<file path="config.mk">
export PLATFORM = sky130hd
export DESIGN_NAME = vga_plot_arbiter
export DESIGN_NICKNAME = d
export VERILOG_FILES = /design/src/rtl/vga_plot_arbiter_pkg.sv /design/src/rtl/vga_plot_arbiter_rr_pick.sv /design/src/rtl/vga_plot_arbiter.sv
export SDC_FILE = /design/constraint.sdc
export NUM_CORES = 1
export LEC_CHECK = 0
export BUFFER_PORTS_ARGS = -buffer_cell sky130_fd_sc_hd__buf_2
export CORE_MARGIN = 2
export CORE_UTILIZATION = 50
export CTS_CLUSTER_DIAMETER = 60
export DETAILED_ROUTE_END_ITERATION = 8
export GPL_ROUTABILITY_DRIVEN = 0
export PLACE_DENSITY = 0.79
export SLEW_MARGIN = 20
export SYNTH_ARGS = -nofsm -noshare
export SYNTH_HDL_FRONTEND = slang
export SYNTH_SLANG_ARGS = --single-unit
</file>
<file path="constraint.sdc">
create_clock -name Clock -period 3.9 [get_ports Clock]
set_clock_uncertainty 0.05 [all_clocks]
set_input_delay 0.585 -clock Clock [delete_from_list [all_inputs] [get_ports Clock]]
set_output_delay 0.585 -clock Clock [all_outputs]
set_load 0.01 [all_outputs]
</file>
<file path="src/rtl/vga_plot_arbiter_pkg.sv">
// vga_pkg: shared VGA geometry constants and arbiter state encoding
package vga_pkg;
  localparam int SCREEN_W = 160;
  localparam int SCREEN_H = 120;
  localparam int X_W = 8;
  localparam int Y_W = 7;
  localparam int COLOR_W = 3;
  typedef enum logic [1:0] {
    IDLE    = 2'b00,
    GRANT   = 2'b01,
    RELEASE = 2'b10
  } state_t;
endpackage

</file>
<file path="src/rtl/vga_plot_arbiter_rr_pick.sv">
// rr_pick: combinational round-robin selector, first set request at or above ptr with wrap
module rr_pick #(
  parameter int N = 3,
  localparam int PW = (N > 1) ? $clog2(N) : 1
) (
  input  logic [N-1:0]  req,
  input  logic [PW-1:0] ptr,
  output logic [N-1:0]  pick,
  output logic          valid
);
  logic [PW:0] s;
  // scan downward so the lowest offset from ptr is written last and wins
  always_comb begin
    pick = '0;
    s = '0;
    for (int k = N - 1; k >= 0; k--) begin
      s = {1'b0, ptr} + (PW+1)'(k);
      s = (s >= (PW+1)'(N)) ? s - (PW+1)'(N) : s;
      if (req[s[PW-1:0]]) pick = N'(1) << s[PW-1:0];
    end
  end
  assign valid = |req;
endmodule

</file>
<file path="src/rtl/vga_plot_arbiter.sv">
// vga_plot_arbiter: round-robin sharing of the VGA pixel-write port with burst limits
module vga_plot_arbiter
  import vga_pkg::*;
#(
  parameter int NREQ = 3,
  parameter int MAX_BURST = 16,
  parameter int SCREEN_W = vga_pkg::SCREEN_W,
  parameter int SCREEN_H = vga_pkg::SCREEN_H
) (
  input  logic                    Clock,
  input  logic                    Reset,
  input  logic [NREQ-1:0]         Req,
  input  logic [NREQ-1:0]         Lock,
  input  logic [NREQ*X_W-1:0]     XIn,
  input  logic [NREQ*Y_W-1:0]     YIn,
  input  logic [NREQ*COLOR_W-1:0] ColorIn,
  output logic [NREQ-1:0]         Grant,
  output logic [X_W-1:0]          X,
  output logic [Y_W-1:0]          Y,
  output logic [COLOR_W-1:0]      Color,
  output logic                    Plot,
  output logic                    Busy,
  output logic                    Clipped
);
  localparam int PW = $clog2(NREQ);
  localparam int CW = $clog2(MAX_BURST) + 1;
  state_t state;
  logic [PW-1:0] ptr, gidx, pick_idx;
  logic [CW-1:0] cnt;
  logic lock_q;
  logic [NREQ-1:0] pick;
  logic valid;
  logic [X_W-1:0] xs [NREQ];
  logic [Y_W-1:0] ys [NREQ];
  logic [COLOR_W-1:0] cs [NREQ];
  logic acc, in_range, at_limit;
  for (genvar i = 0; i < NREQ; i++) begin : g_unpack
    assign xs[i] = XIn[i*X_W +: X_W];
    assign ys[i] = YIn[i*Y_W +: Y_W];
    assign cs[i] = ColorIn[i*COLOR_W +: COLOR_W];
  end
  rr_pick #(.N(NREQ)) u_pick (
    .req(Req),
    .ptr(ptr),
    .pick(pick),
    .valid(valid)
  );
  // one-hot pick to index
  always_comb begin
    pick_idx = '0;
    for (int i = 0; i < NREQ; i++) pick_idx = pick[i] ? PW'(i) : pick_idx;
  end
  assign acc = |(Grant & Req);
  assign in_range = (xs[gidx] < X_W'(SCREEN_W)) && (ys[gidx] < Y_W'(SCREEN_H));
  assign at_limit = !lock_q && (cnt == CW'(MAX_BURST - 1));
  // arbiter FSM with registered grant and pixel outputs
  always_ff @(posedge Clock or posedge Reset) begin
    if (Reset) begin
      state <= IDLE;
      ptr <= '0;
      gidx <= '0;
      cnt <= '0;
      lock_q <= 1'b0;
      Grant <= '0;
      X <= '0;
      Y <= '0;
      Color <= '0;
      Plot <= 1'b0;
      Busy <= 1'b0;
      Clipped <= 1'b0;
    end else begin
      case (state)
        IDLE: begin
          Plot <= 1'b0;
          if (valid) begin
            Grant <= pick;
            Busy <= 1'b1;
            lock_q <= |(Lock & pick);
            gidx <= pick_idx;
            state <= GRANT;
          end
        end
        GRANT: begin
          Plot <= acc && in_range;
          if (acc && in_range) begin
            X <= xs[gidx];
            Y <= ys[gidx];
            Color <= cs[gidx];
          end
          if (acc && !in_range) Clipped <= 1'b1;
          if (acc) cnt <= cnt + 1'b1;
          if (!acc || at_limit) begin
            Grant <= '0;
            Busy <= 1'b0;
            state <= RELEASE;
          end
        end
        RELEASE: begin
          Plot <= 1'b0;
          ptr <= (gidx == PW'(NREQ - 1)) ? '0 : gidx + 1'b1;
          cnt <= '0;
          state <= IDLE;
        end
        default: state <= IDLE;
      endcase
    end
  end
endmodule
</file>
==> out/results.ini <==
[outcome]
status = finished clean

[synthesis]
avgSynthCellArea_um2 = 10.2
synth_fa_ha_area_frac = 0.0346
synth_warnings = 0
synth_compound_area_frac = 0.144
yosys.area_share.simple = 0.140
ys_seq_area_frac = 0.416
synth-xor-area-share = 0.00404
syn_nets = 281
ys.flop_type = dfrtp_1
synth_seq_cells = 36
synth_edf_count = 0
syn_area_mm2 = 0.00217
synth_top_family_by_area = multiplexers
async_flop_share = 1.00
synthCells = 213
synthMuxAreaShare = 0.213
synth_cell_types = 40

[pwr]
ir_worst_vdd_v = 0.000292
finalPower_mw = 1.80
power_density_mw_per_mm2 = 665
p_leak_nw = 1.34

[worst_hold_path]
min_path_type = input pin to asynchronous set/reset pin

[flow_run]
maxCapViolations = 0

[clock_tree]
htreeDepth = 2
clockBufferDepth = 2
clock_sinks = 36
cts_tree = built
post-cts-setup-buffers = 0
clkTransAtPathRegs_ps = 70
clk_latency_ps = 290
cts_root_buf = clkbuf_8
cts_buffers = 5
cts_resized = 0
holdBufCountCts = 0

[cells_and_area]
drive_gt1_frac = 0.399
final_cells = 348
syn2layout_area_growth_pct = 24.7
fill_cells = 328
layout.nets = 365
antennaDiodeCount = 0
final_core_util = 0.661
fin_area_mm2 = 0.00270

[drt]
ant_nets = 0
drc = 0
avgRoutedWirePerCell_um = 14.5
drt_first_pass_iters = 4
wl_mm = 5.04
vias = 1898
post_drt_via_cell_ratio = 5.45
dr.first_iter.drc_count = 84

[floorplan]
die_area_mm2 = 0.00488
boundaryPins = 86
die_x_um = 69.8
initial_core_util = 0.530
design.core.area_mm2 = 0.00409
die_height_um = 69.8
rows = 23

[timing]
fin_crit_sh = 0.639
final_max_slew_viol_count = 0
fin_crit_ps = 2490
tightest_slew_ps = 496
fin_ws_ps = 1410
max_slew_margin = 0.669
finalSetupTns_ps = 0
hold_viol = 0
setup_viol = 0
clock.fmax_mhz = 401
holdWs_ps = 329
rsz0062_at_grt = no

[critical_path]
cp.arrival_ps = 2610
cp_max_fo = 21
worstSetupPathType = flop to flop
start_kind = flop
crit_required_ps = 4020
cp-end-kind = flop

[place]
dpl_cell_area_mm2 = 0.00261
pre_cts_slack_ps = 1420
dp.cells = 340
dp_hpwl_mm = 3.81
port_buffers = 85

[global_route]
grt_pass1_wl_mm = 8.51
grt_max_degree = 37
grt_pass1_vias = 1876
grt_usage = 0.215
antenna_found_initial = 0
grt_overflow = 0

==> synth_stat cells, drive strengths merged, types with 2 or more instances <==
cell type / number / area [um2]
dfrtp: 36 / 901
nand2: 26 / 97.6
mux2i: 21 / 210
o21ai: 20 / 104
mux2: 19 / 251
nand3: 9 / 57.6
a21oi: 8 / 40.0
inv: 8 / 30.0
buf: 7 / 55.1
o2bb2ai: 7 / 61.3
ha: 6 / 75.1
nor2: 6 / 22.5
nor2b: 6 / 37.5
clkbuf: 5 / 18.8
nand2b: 5 / 31.3
nor3: 4 / 20.0
nand4: 2 / 12.5
o31ai: 2 / 15.0
==> state kept, by name (all words and copies together), names as in the netlist <==
name	count
Clipped	1
Plot	1
gidx	2
Busy	1
Y	7
state	2
ptr	2
lock_q	1
Grant	3
cnt	5
X	8
Color	3
==> placed cells by master (no fill, tap or decap), types with 2 or more instances in the layout <==
master / n
buf_2: 85
dfrtp_1: 36
nand2_1: 26
mux2i_1: 21
o21ai_0: 19
mux2_4: 10
mux2_2: 9
inv_1: 8
nand3_1: 8
a21oi_1: 8
o2bb2ai_1: 7
nor2b_1: 6
nor2_1: 6
ha_1: 6
clkbuf_8: 6
nand2b_1: 5
nor3_1: 4
buf_4: 4
nand4_1: 2
o31ai_1: 2
clkbuf_1: 2
==> power breakdown <==
part	internal (mW)	total, mW	switching, mW
logic	0.427	0.894	0.468
registers	0.529	0.630	0.101
clock network	0.144	0.273	0.129
==> metal layers <==
layer,wire length [um],up-vias,GRT usage,part of all wire
li1,-,931,-,-
met1,2280,898,0.280,0.45
met2,2370,62,0.343,0.47
met3,304,7,0.0640,0.060
met4,81,0,0.0726,0.016
met5,0,-,0,0
==> cell type report <==
class | instances | area [um2] | area share
inverter | 8 | 30.0 | 0.0111
sequential | 36 | 901 | 0.333
timing repair buffer | 89 | 455 | 0.169
clock buffer | 8 | 90.1 | 0.0333
tap | 50 | 62.6 | 0.0232
multi-input combinational | 157 | 1160 | 0.430
==> worst max-delay path: stages, from the launching register on <==
cell       delay [ps]
dfrtp_1           320
buf_4             220
nor2b_1           380
buf_4             270
o2bb2ai_1         160
nand4_1           220
nand3_4           340
mux2_2            380
==> final timing paths <==
kind                       startpoint        to  slack [ps]  cells past startpoint
max in group asynchronous       Reset    lock_q        3130                      3
setup / recovery              gidx[0]  Color[1]        1410                      7
setup reg to reg              gidx[0]  Color[1]        1410                      7
min in group Clock            Clipped   Clipped         420                      1
hold / removal                  Reset      Y[5]         330                      3
hold reg to reg               Clipped   Clipped         420                      1
==> kinds of logic (layout without fill, tap and decap cells) <==
logic type / Yosys count / in the layout
buffers and inverters: 20 / 105
and+or+nand+nor: 62 / 62
AOI/OAI and AO/OA: 48 / 48
adders and majority gates: 6 / 6
DFF: 36 / 36
xor gates and xnor gates: 1 / 1
muxes: 40 / 40
No activity file was read; power rests on OpenSTA's default activity.
